--- src/rtl/fifo_pkg.sv ---
// Shared constants and state encoding for the FIFO word packer.
// The byte counter is fixed at 3 bits because only 4-byte words are supported.
package fifo_pkg;
   localparam int FIFO_WIDTH      = 8;
   localparam int FIFO_DEPTH      = 16;
   localparam int PACK_WORD_BYTES = 4;
   localparam int CNT_W           = 3;

   typedef enum logic [1:0] {
      ST_FILL       = 2'd0,
      ST_FLUSH_WAIT = 2'd1,
      ST_EMIT       = 2'd2
   } pack_state_e;
endpackage

--- src/rtl/fifo_word_packer_if.sv ---
// FIFO read side and packed-word output side of the packer.
// master = the packer itself, slave = the FIFO/consumer environment.
interface fifo_word_packer_if
   import fifo_pkg::*;
#(
   parameter int BYTE_WIDTH = FIFO_WIDTH,
   parameter int WORD_BYTES = PACK_WORD_BYTES
);
   logic [BYTE_WIDTH-1:0]            fifo_data;
   logic                             fifo_empty;
   logic                             fifo_read_n;
   logic                             flush;
   logic [BYTE_WIDTH*WORD_BYTES-1:0] word_out;
   logic [WORD_BYTES-1:0]            word_keep;
   logic                             word_valid;
   logic                             out_ready;

   modport master (
      input  fifo_data, fifo_empty, flush, out_ready,
      output fifo_read_n, word_out, word_keep, word_valid
   );

   modport slave (
      output fifo_data, fifo_empty, flush, out_ready,
      input  fifo_read_n, word_out, word_keep, word_valid
   );
endinterface

--- src/rtl/pack_out_reg.sv ---
// Output valid/ready holding register: a new load may replace a word in the
// same cycle it is accepted, so back-to-back words carry no bubble.
module pack_out_reg
   import fifo_pkg::*;
#(
   parameter int WORD_W = FIFO_WIDTH * PACK_WORD_BYTES,
   parameter int KEEP_W = PACK_WORD_BYTES
) (
   input  logic              clock,
   input  logic              reset_n,
   input  logic              load_i,
   input  logic [WORD_W-1:0] word_i,
   input  logic [KEEP_W-1:0] keep_i,
   input  logic              ready_i,
   output logic              valid_o,
   output logic [WORD_W-1:0] word_o,
   output logic [KEEP_W-1:0] keep_o
);
   logic              valid_q, valid_d;
   logic [WORD_W-1:0] word_q, word_d;
   logic [KEEP_W-1:0] keep_q, keep_d;

   always_comb begin
      valid_d = valid_q;
      word_d  = word_q;
      keep_d  = keep_q;
      if (load_i) begin
         valid_d = 1'b1;
         word_d  = word_i;
         keep_d  = keep_i;
      end else if (ready_i) begin
         valid_d = 1'b0;
      end
   end

   always_ff @(posedge clock) begin
      if (reset_n) begin
         valid_q <= 1'b0;
         word_q  <= '0;
         keep_q  <= '0;
      end else begin
         valid_q <= valid_d;
         word_q  <= word_d;
         keep_q  <= keep_d;
      end
   end

   assign valid_o = valid_q;
   assign word_o  = word_q;
   assign keep_o  = keep_q;
endmodule

--- src/rtl/fifo_word_packer.sv ---
// Reads bytes from a FIFO and packs them little-endian into 4-byte words,
// with flush support for emitting a partial word. reset_n is active-high.
module fifo_word_packer
   import fifo_pkg::*;
#(
   parameter int BYTE_WIDTH = FIFO_WIDTH,
   parameter int WORD_BYTES = PACK_WORD_BYTES
) (
   input  logic               clock,
   input  logic               reset_n,
   fifo_word_packer_if.master bus
);
   localparam int              WORD_W   = BYTE_WIDTH * WORD_BYTES;
   localparam logic [CNT_W-1:0] FULL_CNT = CNT_W'(WORD_BYTES);

   pack_state_e                          state_q, state_d;
   logic [CNT_W-1:0]                     byte_cnt_q, byte_cnt_d, cnt_m;
   logic                                 rd_inflight_q, flush_pend_q, flush_pend_d;
   logic [WORD_BYTES-1:0][BYTE_WIDTH-1:0] acc_q, acc_m;
   logic                                 rd_en, out_free, load;
   logic [WORD_BYTES-1:0]                load_keep;
   logic [WORD_W-1:0]                    load_word;
   logic                                 word_valid;
   logic [WORD_W-1:0]                    word_out;
   logic [WORD_BYTES-1:0]                word_keep;

   // acc_m/cnt_m already include the byte arriving this cycle, so a word that
   // completes now can be loaded at the same edge (2-cycle strobe-to-valid).
   assign cnt_m    = byte_cnt_q + {{(CNT_W-1){1'b0}}, rd_inflight_q};
   assign out_free = !word_valid || bus.out_ready;
   assign rd_en    = !reset_n && !bus.fifo_empty && (state_q == ST_FILL)
                     && !flush_pend_q && (cnt_m < FULL_CNT);
   assign bus.fifo_read_n = !rd_en;

   for (genvar gi = 0; gi < WORD_BYTES; gi++) begin : g_lane
      assign acc_m[gi] = (rd_inflight_q && (byte_cnt_q == CNT_W'(gi)))
                         ? bus.fifo_data : acc_q[gi];
      assign load_keep[gi] = (CNT_W'(gi) < cnt_m);
      assign load_word[gi*BYTE_WIDTH +: BYTE_WIDTH] = load_keep[gi] ? acc_m[gi] : '0;
   end

   always_comb begin
      state_d      = state_q;
      byte_cnt_d   = cnt_m;
      flush_pend_d = flush_pend_q | (bus.flush && (state_q != ST_FILL));
      load         = 1'b0;
      unique case (state_q)
         ST_FILL: begin
            if (cnt_m == FULL_CNT) begin
               if (out_free) begin
                  load       = 1'b1;
                  byte_cnt_d = '0;
               end else begin
                  state_d = ST_EMIT;
               end
            end else if (bus.flush) begin
               state_d      = ST_FLUSH_WAIT;
               flush_pend_d = 1'b1;
            end
         end
         ST_FLUSH_WAIT: begin
            if (!rd_inflight_q) begin
               if (byte_cnt_q != '0) begin
                  state_d = ST_EMIT;
               end else begin
                  state_d      = ST_FILL;
                  flush_pend_d = 1'b0;
               end
            end
         end
         ST_EMIT: begin
            if (out_free) begin
               load         = 1'b1;
               byte_cnt_d   = '0;
               flush_pend_d = 1'b0;
               state_d      = ST_FILL;
            end
         end
         default: state_d = ST_FILL;
      endcase
   end

   always_ff @(posedge clock) begin
      if (reset_n) begin
         state_q       <= ST_FILL;
         byte_cnt_q    <= '0;
         rd_inflight_q <= 1'b0;
         flush_pend_q  <= 1'b0;
         acc_q         <= '0;
      end else begin
         state_q       <= state_d;
         byte_cnt_q    <= byte_cnt_d;
         rd_inflight_q <= rd_en;
         flush_pend_q  <= flush_pend_d;
         acc_q         <= acc_m;
      end
   end

   pack_out_reg #(
      .WORD_W (WORD_W),
      .KEEP_W (WORD_BYTES)
   ) u_out (
      .clock   (clock),
      .reset_n (reset_n),
      .load_i  (load),
      .word_i  (load_word),
      .keep_i  (load_keep),
      .ready_i (bus.out_ready),
      .valid_o (word_valid),
      .word_o  (word_out),
      .keep_o  (word_keep)
   );

   assign bus.word_valid = word_valid;
   assign bus.word_out   = word_out;
   assign bus.word_keep  = word_keep;
endmodule

--- src/flat_wrapper.sv ---
// flat-port wrapper written by rule: the top's interface ports become plain ports
module fifo_word_packer_flat import fifo_pkg::*;
#(
   parameter int BYTE_WIDTH = FIFO_WIDTH,
   parameter int WORD_BYTES = PACK_WORD_BYTES
)
  (clock, reset_n, bus_fifo_data, bus_fifo_empty, bus_flush, bus_out_ready, bus_fifo_read_n, bus_word_out, bus_word_keep, bus_word_valid);
  fifo_word_packer_if #(.BYTE_WIDTH(BYTE_WIDTH), .WORD_BYTES(WORD_BYTES)) bus_i ();
  input  logic clock;
  input  logic reset_n;
  input wire logic [$bits(bus_i.fifo_data)-1:0] bus_fifo_data;
  input wire logic [$bits(bus_i.fifo_empty)-1:0] bus_fifo_empty;
  input wire logic [$bits(bus_i.flush)-1:0] bus_flush;
  input wire logic [$bits(bus_i.out_ready)-1:0] bus_out_ready;
  output wire logic [$bits(bus_i.fifo_read_n)-1:0] bus_fifo_read_n;
  output wire logic [$bits(bus_i.word_out)-1:0] bus_word_out;
  output wire logic [$bits(bus_i.word_keep)-1:0] bus_word_keep;
  output wire logic [$bits(bus_i.word_valid)-1:0] bus_word_valid;
  assign bus_i.fifo_data = bus_fifo_data;
  assign bus_i.fifo_empty = bus_fifo_empty;
  assign bus_i.flush = bus_flush;
  assign bus_i.out_ready = bus_out_ready;
  assign bus_fifo_read_n = bus_i.fifo_read_n;
  assign bus_word_out = bus_i.word_out;
  assign bus_word_keep = bus_i.word_keep;
  assign bus_word_valid = bus_i.word_valid;
  fifo_word_packer #(.BYTE_WIDTH(BYTE_WIDTH), .WORD_BYTES(WORD_BYTES)) u_core (.clock(clock), .reset_n(reset_n), .bus(bus_i));
endmodule
--- config.mk ---
export PLATFORM = sky130hd
export DESIGN_NAME = fifo_word_packer_flat
export DESIGN_NICKNAME = d
export VERILOG_FILES = /design/src/rtl/fifo_pkg.sv /design/src/rtl/fifo_word_packer_if.sv /design/src/rtl/pack_out_reg.sv /design/src/rtl/fifo_word_packer.sv /design/src/flat_wrapper.sv
export SDC_FILE = /design/constraint.sdc
export NUM_CORES = 1
export LEC_CHECK = 0
export CAP_MARGIN = 20
export CORE_UTILIZATION = 46
export DETAILED_ROUTE_END_ITERATION = 8
export PLACE_DENSITY = 0.83
export REMOVE_ABC_BUFFERS = 1
export SETUP_SLACK_MARGIN = 0.4
export SLEW_MARGIN = 20
export SYNTH_ARGS = -nofsm -noshare
export SYNTH_HDL_FRONTEND = slang
export SYNTH_SLANG_ARGS = --single-unit
--- constraint.sdc ---
create_clock -name clock -period 2.29 [get_ports clock]
set_clock_uncertainty 0.1 [all_clocks]
set_input_delay 0.687 -clock clock [delete_from_list [all_inputs] [get_ports clock]]
set_output_delay 0.687 -clock clock [all_outputs]
set_load 0.1 [all_outputs]
==> qor.json <==
{
  "antenna_found_initial": 0,
  "clkLatencyLatePin_ps": 360,
  "dp_worst_setup_slack_ps": -117,
  "htreeDepth": 3,
  "drt_iter0_markers": 133,
  "ys_ff_latch": 76,
  "grt_resource_usage_total": 0.277,
  "vdd_drop_max_v": 0.000564,
  "postSynthCellCount": 274,
  "placeableCoreArea_mm2": 0.00599,
  "dp.final_hpwl_um": 4610,
  "cp.arrival_ps": 1570,
  "nets": 364,
  "rsz0062_at_grt": "true",
  "critical_path_peak_fanout": 2,
  "path_class": "flop to output port",
  "drt-pass1-iter-count": 4,
  "grt_pass1_wl_um": 13100,
  "violations_in_the_final_reports": "negative setup slack",
  "synth.top_cell.area_share": 0.523,
  "power_mw": 2.62,
  "endpoint_kind": "output port",
  "die-area_mm2": 0.00664,
  "antennaDiodeCount": 0,
  "routed_wire_length_per_instance_um": 20.1,
  "global_route.usage.met2": 0.498,
  "cts.clk_slew.worst_paths_ps": 80,
  "grt_max_degree": 54,
  "floorplan.initialDensity": 0.485,
  "grtUsageMet3": 0.0811,
  "totalWireLength_um": 8610,
  "via_count": 2432,
  "yosysWarningCount": 0,
  "tritoncts.num_buffers": 9,
  "die_width_um": 81.5,
  "netlist_area_mm2": 0.00291,
  "number_of_cell_rows": 28,
  "finalMaxSlewViolations": 0,
  "synth_cell_types": 34,
  "grt_busiest_layer": "met2",
  "synth_area_leaders": "dfxtp_1 (52%), mux2_2 (12%), a22oi_1 (8.3%)",
  "max_cap_viol_count": 0,
  "io_buffer_count": 50,
  "tritoncts": "built",
  "ant_nets": 0,
  "die_h_um": 81.5,
  "final_standard_cell_count_with_taps_included_and_fillers_excluded": 429,
  "remaining_drcs": 0,
  "grt_util_met1": 0.301,
  "run_status": "finished, violations left",
  "top_cell_type_by_total_area_after_synthesis": "dfxtp_1",
  "grt_pass1_vias": 2568,
  "synth-seq-area-share": 0.523,
  "setup_violations": 1,
  "timing.critical_path.from_type": "flop",
  "cts_num_sinks": 76,
  "report.final.hold_viol_count": 0,
  "timing.final.crit_period_ps": 2360,
  "final_layout_size_suffix_gt1_frac": 0.500,
  "cell_at_the_root_of_the_clock_tree": "clkbuf_8",
  "timing.final.ws_setup_ps": -70.3,
  "timing.hold.worst.class": "flop to flop",
  "post_drt_via_cell_ratio": 5.67,
  "timing.slew.headroom": 0.635,
  "gpl.final_weighted_congestion": 0.796,
  "syn_avg_cell_area_um2": 10.6,
  "total_leakage_power_nw": 1.73,
  "globalRoute.totalOverflow": 0,
  "flow.area_growth_from_synthesis_pct": 56.0,
  "p_per_area_mw_per_mm2": 579,
  "worst_slew_pin_slew_ps": 547,
  "required_ps": 1500,
  "clock.fmax_mhz": 424,
  "timing.final.crit_share": 1.03,
  "dp.cells": 401,
  "cts.path.max_buffers": 2,
  "io_pins": 51
}
[path summary, 6_finish.rpt]
kind	slack (ps)	start	endpoint	cells after the start
worst max register to register	90	u_core.byte_cnt_q[0]	u_core.u_out.word_o[0]	9
worst min-delay path	430	u_core.u_out.keep_o[2]	u_core.u_out.keep_o[2]	2
worst max-delay path	-70	u_core.byte_cnt_q[0]	bus_fifo_read_n	6
worst min register to register	430	u_core.u_out.keep_o[2]	u_core.u_out.keep_o[2]	2
[cells in the mapped netlist]
cell	instances
dfxtp_1	76
nor2_1	38
nor2b_1	33
a22oi_1	32
mux2_2	32
clkbuf_1	12
a21oi_1	6
nor3_1	5
a2111oi_2	3
and2_1	3
buf_6	3
inv_1	3
buf_2	2
ha_1	2
nand2_1	2
nand2b_1	2
nand3_1	2
nor4bb_1	2
a2111o_1	1
a2111oi_0	1
a31oi_1	1
and3_1	1
buf_1	1
nand4b_1	1
nor4_1	1
nor4_2	1
nor4b_2	1
o211a_1	1
o21ai_0	1
o21ba_2	1
o31a_1	1
or2_1	1
or3_1	1
xnor2_2	1
[kinds of logic after synthesis]
family / count (synthesis) / share of synthesized area
buffers and inverters: 21 / 0.0357
AO/OA/AOI/OAI: 48 / 0.129
XOR/XNOR: 1 / 0.00560
multiplexers: 32 / 0.124
flip-flops: 76 / 0.523
adder cells (fa/ha/maj): 2 / 0.00861
AND/OR/NAND/NOR: 94 / 0.173
[cell usage in the layout (no fill, tap or decap), drive strengths merged, types with 2 or more instances in the layout]
cell            n
inv             3
nand2b          2
mux2           32
and2            3
buf            71
clkdlybuf4s50  10
a22oi          32
nand3           2
nor4bb          2
nor2           38
ha              2
dfxtp          76
nor2b          33
clkbuf         11
a2111oi         4
a21oi           6
nor4            2
nand2           2
nor3            5
clkinv          3
[area by class of cell]
type / count / area [µm²]
clock buffer: 11 / 151
timing repair buffer: 82 / 1100
multi-input combinational: 177 / 1590
fill: 345 / 1460
clock inverter: 5 / 60.1
inverter: 3 / 11.3
sequential: 76 / 1530
tap: 75 / 93.8
[layer usage]
layer / part of all wire / wire [µm]
met1: 0.38 / 3290
met2: 0.54 / 4650
met3: 0.053 / 460
met4: 0.025 / 213
met5: 0 / 0
[flip-flops by register name, summed over array words and instances, names as in the netlist]
signal and cells:
u_core.u_out.word_o 32, u_core.byte_cnt_q 3, u_core.u_out.keep_o 4, u_core.acc_q 32, u_core.u_out.valid_o 1, u_core.state_q 2, u_core.flush_pend_q 1, u_core.rd_inflight_q 1
[worst max-delay path, cell delays in order, from the launching register on]
cell and delay, ps:
dfxtp_2 340, ha_4 160, ha_4 170, xnor2_4 120, and3_4 200, inv_2 60, buf_12 160
[what timing repair did]
item	CTS	global route
gates cloned	4	0
buffers inserted	7	1
pin swaps	40	5
hold buffers	0	0
gates resized for setup	71	5
setup endpoints to repair	41	43
[per-stage QoR]
stage / util / instance area [µm²] / hold slack, ps / TNS, ps
after floorplan: - / 2810 / 373 / -9520
final: 0.757 / 4530 / 427 / -70.3
after global placement: 0.636 / 3810 / 381 / -702
after CTS: 0.751 / 4500 / 431 / -66.7
after detailed placement: 0.636 / 3810 / 400 / -1100
after global routing: 0.757 / 4530 / 453 / -121
[where the power goes]
group	leakage (nW)	switching [mW]	internal (mW)
combinational	1.01	0.110	0.0861
sequential	0.615	0.00975	1.34
clock	0.106	0.517	0.564
Power figures use the tool's default switching activity.
